## src/rtl/sap_ctrl_pkg.sv

```systemverilog
// sap_ctrl_pkg: shared types and defaults for the SAP-1.5 control unit.
package sap_ctrl_pkg;
  typedef enum logic [1:0] {RUN, WAIT, STEP, HALT} seq_state_t;
  localparam int DEFAULT_NUM_TSTATES = 6;
  localparam int DEFAULT_FETCH_STEPS = 2;
endpackage

```

## src/rtl/edge_detect_rise.sv

```systemverilog
// edge_detect_rise: rising-edge detector comparing a level against its registered copy.
module edge_detect_rise (
  input  logic clk,
  input  logic reset,
  input  logic d,
  output logic rise
);
  logic prev;
  always_ff @(posedge clk or negedge reset)
    if (!reset) prev <= 1'b0;
    else prev <= d;
  assign rise = d & ~prev;
endmodule

```

## src/rtl/microstep_sequencer.sv

```systemverilog
// microstep_sequencer: T-state sequencer with run/single-step modes, early end and latched halt.
module microstep_sequencer
  import sap_ctrl_pkg::*;
#(
  parameter int NUM_TSTATES = DEFAULT_NUM_TSTATES,
  parameter int FETCH_STEPS = DEFAULT_FETCH_STEPS,
  localparam int STEP_W = $clog2(NUM_TSTATES)
) (
  input  logic                   clk,
  input  logic                   reset,
  input  logic                   run_mode,
  input  logic                   step_req,
  input  logic                   end_instr,
  input  logic                   halt_req,
  input  logic                   resume,
  output logic [STEP_W-1:0]      tstate,
  output logic [NUM_TSTATES-1:0] tstate_onehot,
  output logic                   step_en,
  output logic                   fetch_phase,
  output logic                   halted,
  output logic                   instr_done
);
  if (NUM_TSTATES < 3 || NUM_TSTATES > 16) begin : g_bad_num
    $error("NUM_TSTATES must be in 3..16");
  end
  if (FETCH_STEPS >= NUM_TSTATES) begin : g_bad_fetch
    $error("FETCH_STEPS must be below NUM_TSTATES");
  end
  seq_state_t state, state_next, cur;
  logic fresh, rise, wrap;
  logic [STEP_W-1:0] tstate_next;
  edge_detect_rise u_edge (
    .clk  (clk),
    .reset(reset),
    .d    (step_req),
    .rise (rise)
  );
  // The first cycle after reset picks RUN or WAIT from the live run_mode input.
  assign cur = fresh ? (run_mode ? RUN : WAIT) : state;
  always_comb begin
    step_en = reset && (cur == RUN || cur == STEP);
    wrap = (end_instr && !fetch_phase) || tstate == STEP_W'(NUM_TSTATES - 1);
    instr_done = step_en && (halt_req || wrap);
    tstate_next = step_en ? ((halt_req || wrap) ? '0 : tstate + 1'b1) : tstate;
    state_next = cur;
    case (cur)
      RUN:     state_next = halt_req ? HALT : run_mode ? RUN : WAIT;
      WAIT:    state_next = rise ? STEP : WAIT;
      STEP:    state_next = halt_req ? HALT : run_mode ? RUN : WAIT;
      HALT:    state_next = (resume && !halt_req) ? (run_mode ? RUN : WAIT) : HALT;
      default: state_next = WAIT;
    endcase
  end
  always_ff @(posedge clk or negedge reset)
    if (!reset) begin
      state <= WAIT;
      fresh <= 1'b1;
      tstate <= '0;
      tstate_onehot <= NUM_TSTATES'(1);
      fetch_phase <= FETCH_STEPS > 0;
      halted <= 1'b0;
    end else begin
      state <= state_next;
      fresh <= 1'b0;
      tstate <= tstate_next;
      tstate_onehot <= NUM_TSTATES'(1) << tstate_next;
      fetch_phase <= tstate_next < STEP_W'(FETCH_STEPS);
      halted <= state_next == HALT;
    end
endmodule

```

## config.mk

```make
export PLATFORM = sky130hd
export DESIGN_NAME = microstep_sequencer
export DESIGN_NICKNAME = d
export VERILOG_FILES = /design/src/rtl/sap_ctrl_pkg.sv /design/src/rtl/edge_detect_rise.sv /design/src/rtl/microstep_sequencer.sv
export SDC_FILE = /design/constraint.sdc
export NUM_CORES = 1
export LEC_CHECK = 0
export CORE_AREA = 2 2 46 48
export CTS_BUF_LIST = sky130_fd_sc_hd__clkbuf_4
export DETAILED_ROUTE_END_ITERATION = 8
export DIE_AREA = 0 0 48 50
export GPL_TIMING_DRIVEN = 1
export PLACE_DENSITY_LB_ADDON = 0.25
export SYNTH_ARGS = -nofsm -noshare
export SYNTH_HDL_FRONTEND = slang
export SYNTH_SLANG_ARGS = --single-unit
```

## constraint.sdc

```tcl
create_clock -name clk -period 1.5 [get_ports clk]
set_input_delay 0.15 -clock clk [delete_from_list [all_inputs] [get_ports clk]]
set_output_delay 0.15 -clock clk [all_outputs]
set_load 0.01 [all_outputs]
```

After elaboration in Yosys (flattened, before gate mapping)
Cells that the tools add are included.
Operators by class
  add/subtract/negate cells: 1
  multipliers: 0
  div/mod/pow operators: 0
  $lt $le $gt $ge: 1
  eq/ne operators: 5
  shift operators: 1
  multiplexer cells: 8
  bitwise logic cells: 2
  reduce and logical (&&, ||, !) cells: 11
Operators with widths (number)
  2-bit two-way mux: 4
  2-bit equality test, second input constant: 3
  3-bit two-way mux: 2
  2-bit case mux with 3 select lines: 1
  1-bit by 3-bit << shifter with 6-bit output, first input constant: 1
  1-bit logical AND: 4
  3-bit by 1-bit adder with 3-bit output, second input constant: 1
  3-bit equality test, second input constant: 1
  1-bit logical OR: 3
  3-bit by 2-bit less-than comparator with 1-bit output, second input constant: 1
  2-bit by 1-bit equality test with 1-bit output, second input constant: 1
  1-bit logical NOT: 2
  2-bit logical NOT: 1
  2-bit OR reduction: 1
  1-bit AND: 1
  1-bit two-way mux: 1
  1-bit inverter: 1
Word-level totals
  register bits: 15
  latch bits: 0
  bits in writable memories: 0
  ROM bits: 0
  bits of input ports: 7
  output and inout bits: 13
  word-level logic and storage cells: 36
  memories: 0

Logic depth before layout (Yosys ltp)
  depth after elaboration: 7
  mapped depth: 6

Hierarchy
A second synthesis with hierarchy kept.
Unflattened totals
  cells, all modules: 69
  area total of the unflattened synthesis: 743.2 um2
Modules (own cells, without submodules)
  microstep_sequencer: times used 1, cells an instance 67, area an instance 704.4 um2, sequential area each 355.3 um2
  edge_detect_rise: times used 1, cells an instance 2, area an instance 38.8 um2, sequential area each 25.0 um2

Least setup slack after synthesis
Ideal clock, no wire load.
  kind: reg-to-reg
  start: reg tstate[0]
  end: reg tstate_onehot[3]
  library setup time: 0.082 ns
  arrival: 1.302 ns
  data required time: 1.418 ns
  setup slack: 0.116 ns
  stages on the path, launching flop included: 5
  cell sequence: dfrtp_1 -> ha_1 -> xor2_1 -> or3_1 -> o22ai_1
On the way
  word-level cells in the longest chain between the ends: 6
  elaborated cells between the ends (all ways): 7
  classes of those cells: add/sub: 1; eq/ne: 1; shift: 1; mux: 2; reduce/logical: 2
Ends and longest elaborated chain
  start: declaration: line microstep_sequencer.sv:16  | output logic [STEP_W-1:0] tstate,
  start signal: assignment: line microstep_sequencer.sv:65  | tstate <= tstate_next;
  parallel branches: the longest is 4 deep, another holds 3-bit by 1-bit adder with 3-bit output
  3-bit two-way mux *: line microstep_sequencer.sv:44  | tstate_next = step_en ? ((halt_req || wrap) ? '0 : tstate + 1'b1) : tstate;
  1-bit by 3-bit << shifter with 6-bit output *: line microstep_sequencer.sv:66  | tstate_onehot <= NUM_TSTATES'(1) << tstate_next;
  end signal: assignment: line microstep_sequencer.sv:66
  end: declaration: line microstep_sequencer.sv:17  | output logic [NUM_TSTATES-1:0] tstate_onehot,
Every way passes the cells marked *.

Final worst setup path
  start: reg tstate[0]
  end: out instr_done
On the way
  word-level cells in the longest chain between the ends: 4
Ends and longest elaborated chain
  3-bit equality test: line microstep_sequencer.sv:42  | wrap = (end_instr && !fetch_phase) || tstate == STEP_W'(NUM_TSTATES - 1);
  1-bit logical OR: line microstep_sequencer.sv:42
  1-bit logical OR: line microstep_sequencer.sv:43  | instr_done = step_en && (halt_req || wrap);
  1-bit logical AND: line microstep_sequencer.sv:43
  end: declaration: line microstep_sequencer.sv:21  | output logic instr_done
Every way passes these cells.

==> results_dict.tcl <==
set metrics [dict create \
    portBuffers 19 \
    crit_fanout 2 \
    grt_start_max_net_pins 16 \
    powerDensity_mw_per_mm2 1276 \
    leakagePower_nw 0.5358 \
    worst_ep_arrival_time_ps 1320 \
    cts_root_buf "clkbuf_4" \
    period_share_pct 97.68 \
    seq_area_frac_synth_pct 51.70 \
    fp.dieW_um 48 \
    core-area_sq_mm 0.001902 \
    crit_type "flip-flop to primary output" \
    regToRegSetupSlack_ps 60 \
    p_total_mw 1.426 \
    yosys-top-cells-count "dfrtp_1, nand2b_1, o22ai_1, dfstp_2, o21ai_1" \
    synth-seq-cells 15 \
    cp-end-kind "primary output" \
    final_core_util_pct 58.75 \
    routedWlPerCell_um 11.57 \
    vias 607 \
    grt_pass1_wl_um 2553 \
    seq_area_sq_um 380.4 \
    multi_input_area_sq_um 359.1 \
    cts_tree "built" \
    max_freq_ghz 0.6825 \
    ioPinCount 20 \
    clkLatencyLatePin_ps 280 \
    required_ps 1350 \
    cts_hold_buf 0 \
    worstSetupStartpointType "flip-flop" \
    drt-initial-drc-count 7 \
    syn-num-nets 76 \
    final-hold-violation-count 0 \
    placed_area_sq_mm 0.001071 \
    period_minus_slack_ps 1465 \
    cts_buffers 3 \
    fillCellCount 166 \
    ys_async_sr_fraction_pct 100.0 \
    grt.total_usage_pct 15.22 \
    design_area_sq_mm 0.001117 \
    yosys-top-cells-area "dfrtp_1, dfstp_2, nand2b_1" \
    fp.dieH_um 50 \
    grt_overflow 0 \
    drive_above_1_share_pct 37.50 \
    post_cts_buffers 0 \
    drt-vias-per-instance 4.634 \
    rows 16 \
    diodes 0 \
    h-tree-depth 1 \
    final_antenna_net_count 0 \
    area_growth_pct 51.87 \
    hold_class "primary input to async pin" \
    dp_hpwl_um 1173 \
    avgSynthCellArea_sq_um 10.98 \
    numClockSinks 15 \
    clk_pin_slew_ps 90 \
    synth_edf_count 0 \
    yosysTopAreaCellShare_pct 37.41 \
    wirelength_um 1516 \
    synthesis.area_sq_um 735.7 \
    syn_inst 67 \
    yosys_warnings 0 \
    gp_congestion 0.7997 \
    clk_path_buf_depth 2 \
    r2r_end "tstate_onehot[3]" \
    ff2ff_path_depth 5 \
    status "finished, final reports clean" \
    finalSetupViolCount 0 \
    grt_pass1_vias 581 \
    design.die.area_sq_mm 0.002400 \
    nNetsFinal 114 \
    ys_types 32 \
    rsz0062_at_grt "true" \
    maxCapViolCount 0 \
    r2r-start "tstate[0]" \
    setup_tns_ps 0 \
    netlist.top_cell.by_area "dfrtp_1" \
    route.detailed.drc 0 \
    firstDrtPassIters 4 \
    antenna_found_initial 0 \
    fin_worst_skew_ps 2.201 \
    start_util_pct 38.68 \
    slew_viol_final 0 \
    irDropWorstVdd_mv 0.8267 \
    synth.most_common_cell "dfrtp_1" \
    synth_ff_type "dfrtp_1" \
]
[placed cells by master (no fill, tap or decap), types with 2 or more instances in the layout]
master           count
buf_4               15
clkdlybuf4s50_1     12
dfrtp_1             11
nand2b_1             5
o22ai_1              5
o21ai_1              4
dfstp_2              4
o21ai_0              3
nand3b_1             3
nand2_1              3
clkbuf_4             3
dlygate4sd2_1        3
nand2b_4             2
nand3_1              2
inv_2                2
ha_2                 2
buf_2                2
dlymetal6s2s_1       2
[through the flow]
stage | hold WS [ps] | setup slack (ps) | cells
floorplan | -145.6 | 115.7 | 67
global placement | 513.9 | -181.4 | 127
detailed placement | 535.6 | -212.5 | 127
CTS | 308.4 | 2.500 | 131
global route | 307.5 | -70.45 | 131
finish | 310.2 | 34.78 | 131
[critical path, cell delays in order (launching register included)]
cell and delay (ps):
dfrtp_1 400, ha_2 190, a21oi_2 120, o21a_2 150, nor2_1 40, buf_2 130
[cells by family after synthesis]
group | Yosys count | share of synthesized area [%]
flops | 15 | 51.70
xor+xnor | 2 | 3.402
compound gates | 20 | 18.20
fa+ha+maj | 2 | 3.401
simple gates | 22 | 20.07
other cells | 1 | 0.5097
buf+inv | 5 | 2.720
[metal layers]
metal | global-route usage [%] | up-vias | wire, um
met5 | 0 | - | 0
met4 | 5.405 | 0 | 18
met3 | 3.297 | 2 | 58
met2 | 22.22 | 12 | 746
met1 | 21.71 | 283 | 692
li1 | - | 310 | -
[sequential cells by signal (all words and copies together) (netlist names)]
signal         flops
halted             1
fresh              1
tstate_onehot      6
tstate             3
state              2
u_edge.prev        1
fetch_phase        1
[worst max path at each step]
stage | endpoint | start | cells after the start | slack (ps)
2_1_floorplan | tstate_onehot[3] | tstate[0] | 4 | 120
6_report | instr_done | tstate[0] | 5 | 30
3_3_place_gp | instr_done | run_mode | 5 | -180
3_5_place_dp | instr_done | run_mode | 5 | -210
4_1_cts | step_en | fresh | 5 | 3
5_1_grt | instr_done | tstate[1] | 6 | -70
[report_power, final]
group	internal, mW	switching [mW]	leakage, nW
combinational	0.347	0.309	0.331
sequential	0.506	0.0369	0.187
clock	0.0988	0.127	0.0177
total	0.952	0.474	0.536
[area by class of cell]
class	instances	area share, %
inverter	3	1.008
tap	27	3.024
clock buffer	3	2.016
timing repair buffer	35	27.32
sequential	15	34.04
clock inverter	1	0.4479
multi-input combinational	47	32.14
[timing repair]
| item | 4_1_cts | 5_1_grt |
|---|---|---|
| gates resized for setup | 15 | 5 |
| pin swaps | 0 | 1 |
| endpoints found under the setup margin | 6 | 5 |
Note: power is estimated with default switching activity, not from simulation.
==> patch, RTL diff (config.mk and constraints unchanged) <==
Register the output `step_en`, with the module's reset; this adds one clock of latency there. The other outputs are not delayed to match.
--- a/src/rtl/microstep_sequencer.sv
+++ b/src/rtl/microstep_sequencer.sv
@@ -20,6 +20,8 @@
   output logic                   halted,
   output logic                   instr_done
 );
+
+  logic step_en_d;
   if (NUM_TSTATES < 3 || NUM_TSTATES > 16) begin : g_bad_num
     $error("NUM_TSTATES must be in 3..16");
   end
@@ -38,10 +40,10 @@
   // The first cycle after reset picks RUN or WAIT from the live run_mode input.
   assign cur = fresh ? (run_mode ? RUN : WAIT) : state;
   always_comb begin
-    step_en = reset && (cur == RUN || cur == STEP);
+    step_en_d = reset && (cur == RUN || cur == STEP);
     wrap = (end_instr && !fetch_phase) || tstate == STEP_W'(NUM_TSTATES - 1);
-    instr_done = step_en && (halt_req || wrap);
-    tstate_next = step_en ? ((halt_req || wrap) ? '0 : tstate + 1'b1) : tstate;
+    instr_done = step_en_d && (halt_req || wrap);
+    tstate_next = step_en_d ? ((halt_req || wrap) ? '0 : tstate + 1'b1) : tstate;
     state_next = cur;
     case (cur)
       RUN:     state_next = halt_req ? HALT : run_mode ? RUN : WAIT;
@@ -67,5 +69,13 @@
       fetch_phase <= tstate_next < STEP_W'(FETCH_STEPS);
       halted <= state_next == HALT;
     end
+  always_ff @(posedge clk or negedge reset) begin
+    if (!reset) begin
+      step_en <= '0;
+    end else begin
+      step_en <= step_en_d;
+    end
+  end
+
 endmodule
 
Formal check against the unedited RTL: not equivalent (a bounded check fails within 4 cycles, from zero or initial values and one cycle with reset low).
==> patch against the original RTL <==
- register-to-register slack about the same
- count of clock-buffer cells in the layout is the same
- area after synthesis rose by 3.4%
- sequential cell count rose by 1
- power grew 3.8%
- worst hold slack better by 0.0036 ns
- wire length grew 1.7%
- cell area rose by 2.6%
- die area is the same
- setup slack worse by 0.011 ns
==> patch: results (changes against the original RTL) <==
status=finished clean; WL/cell=11.9 um (+2.5%); Seq/Total Area, Yosys=53.3% (+1.6 points); Worst R2R Start=fresh$_DFF_PN1_; vias in the first global route=688 (+18%); Setup Buffers After CTS=0 (unchanged); GRT Total Usage=15.9% (+0.71 points); ranking of synthesized cells by area=dfrtp_1 39%, dfstp_2 14%, nand2b_1 4.9%; Syn Nets=77 (+1.3%); Pleak=0.537 nW (+0.31%); Final nets=113 (-0.88%); Place WS=-0.169 ns (+0.0433 ns); CTS buffer count=3 (unchanged); fillcell total=170 (+2.4%); Setup Skew=0.00153 ns (-0.000667 ns); layout cells sized above 1=34.0% (-3.5 points); largest net degree at the start of global routing=17 (+1); Diodes inserted=0 (unchanged); routability congestion estimate=0.798 (-0.19%); worst hold slack=0.314 ns (+0.00356 ns); Synth Area in Compound Gates=17.6% (-0.60 points); worst vdd ir=744 uV (-10%); Synth Instances=68 (+1.5%); r2r endpoint=fetch_phase$_DFF_PN1_; Via-to-Cell Ratio=4.82 (+3.9%); first-pass GRT wire length=2820 um (+10%); Post-Place Cells=126 (-0.79%); Adder-Cell Fraction of Synth Area=3.29% (-0.11 points); dpl hpwl=1230 um (+4.6%); Worst path max stage delay=0.40 ns (about the same); Post-Synth XOR/XNOR Area=3.29% (-0.11 points); Initial DRC Count=4 (-3); Post-synth top cells=12 x dfrtp_1, 6 x nand2b_1, 6 x o22ai_1; Total Wirelength=1540 um (+1.7%); reg2reg path depth=8 (+3)
patch: area by class of cell:
cell class                 count  area share (%)
sequential                    16            35.4
multi-input combinational     47            33.0
timing repair buffer          33            25.4
tap                           27            2.95
clock buffer                   3            1.97
inverter                       3           0.983
clock inverter                 1           0.328
patch: logic make-up after synthesis:
kind of cell	after synthesis
and+or+nand+nor	22
other	1
xor gates and xnor gates	2
adders and majority gates	2
AOI/OAI and AO/OA	20
DFF	16
buffers and inverters	5
patch: stage by stage:
step                      cell area (um^2)  util [%]  power, mW  TNS (ns)
after global placement                1080      56.8       1.22    -0.334
after global routing                  1150      60.3       1.59   -0.0655
final                                 1150      60.3       1.48         0
after floorplan                        761         -      0.909         0
after detailed placement              1080      56.8       1.23    -0.324
after CTS                             1110      58.3       1.45         0
patch: where the power goes:
| part | switching [mW] | internal [mW] | total [mW] |
|---|---|---|---|
| combinational | 0.328 | 0.350 | 0.679 |
| clock | 0.132 | 0.0963 | 0.228 |
| sequential | 0.0387 | 0.535 | 0.573 |
patch: worst max path at each step:
stage                                       to  slack (ns)  cells past startpoint
floorplan           tstate_onehot[3]$_DFF_PN0_        0.12                      4
global placement                    instr_done       -0.18                      5
detailed placement                  instr_done       -0.17                      5
CTS                 tstate_onehot[3]$_DFF_PN0_        0.01                      5
global route                        instr_done       -0.07                      5
finish                              instr_done        0.02                      5
patch: timing repair:
item                                    4_1_cts  5_1_grt
cloned                                        0        0
endpoints found under the hold margin         0        0
resized for setup                             9        8
pin swaps                                     2        2
endpoints found under the setup margin        5        8
hold buffers                                  0        0
patch: routing by layer:
layer / part of all wire [%] / vias up / global-route usage [%]
li1: - / 311 / -
met1: 46 / 302 / 21.5
met2: 51 / 13 / 25.3
met3: 3.7 / 0 / 3.30
met4: 0 / 0 / 4.05
met5: 0 / - / 0
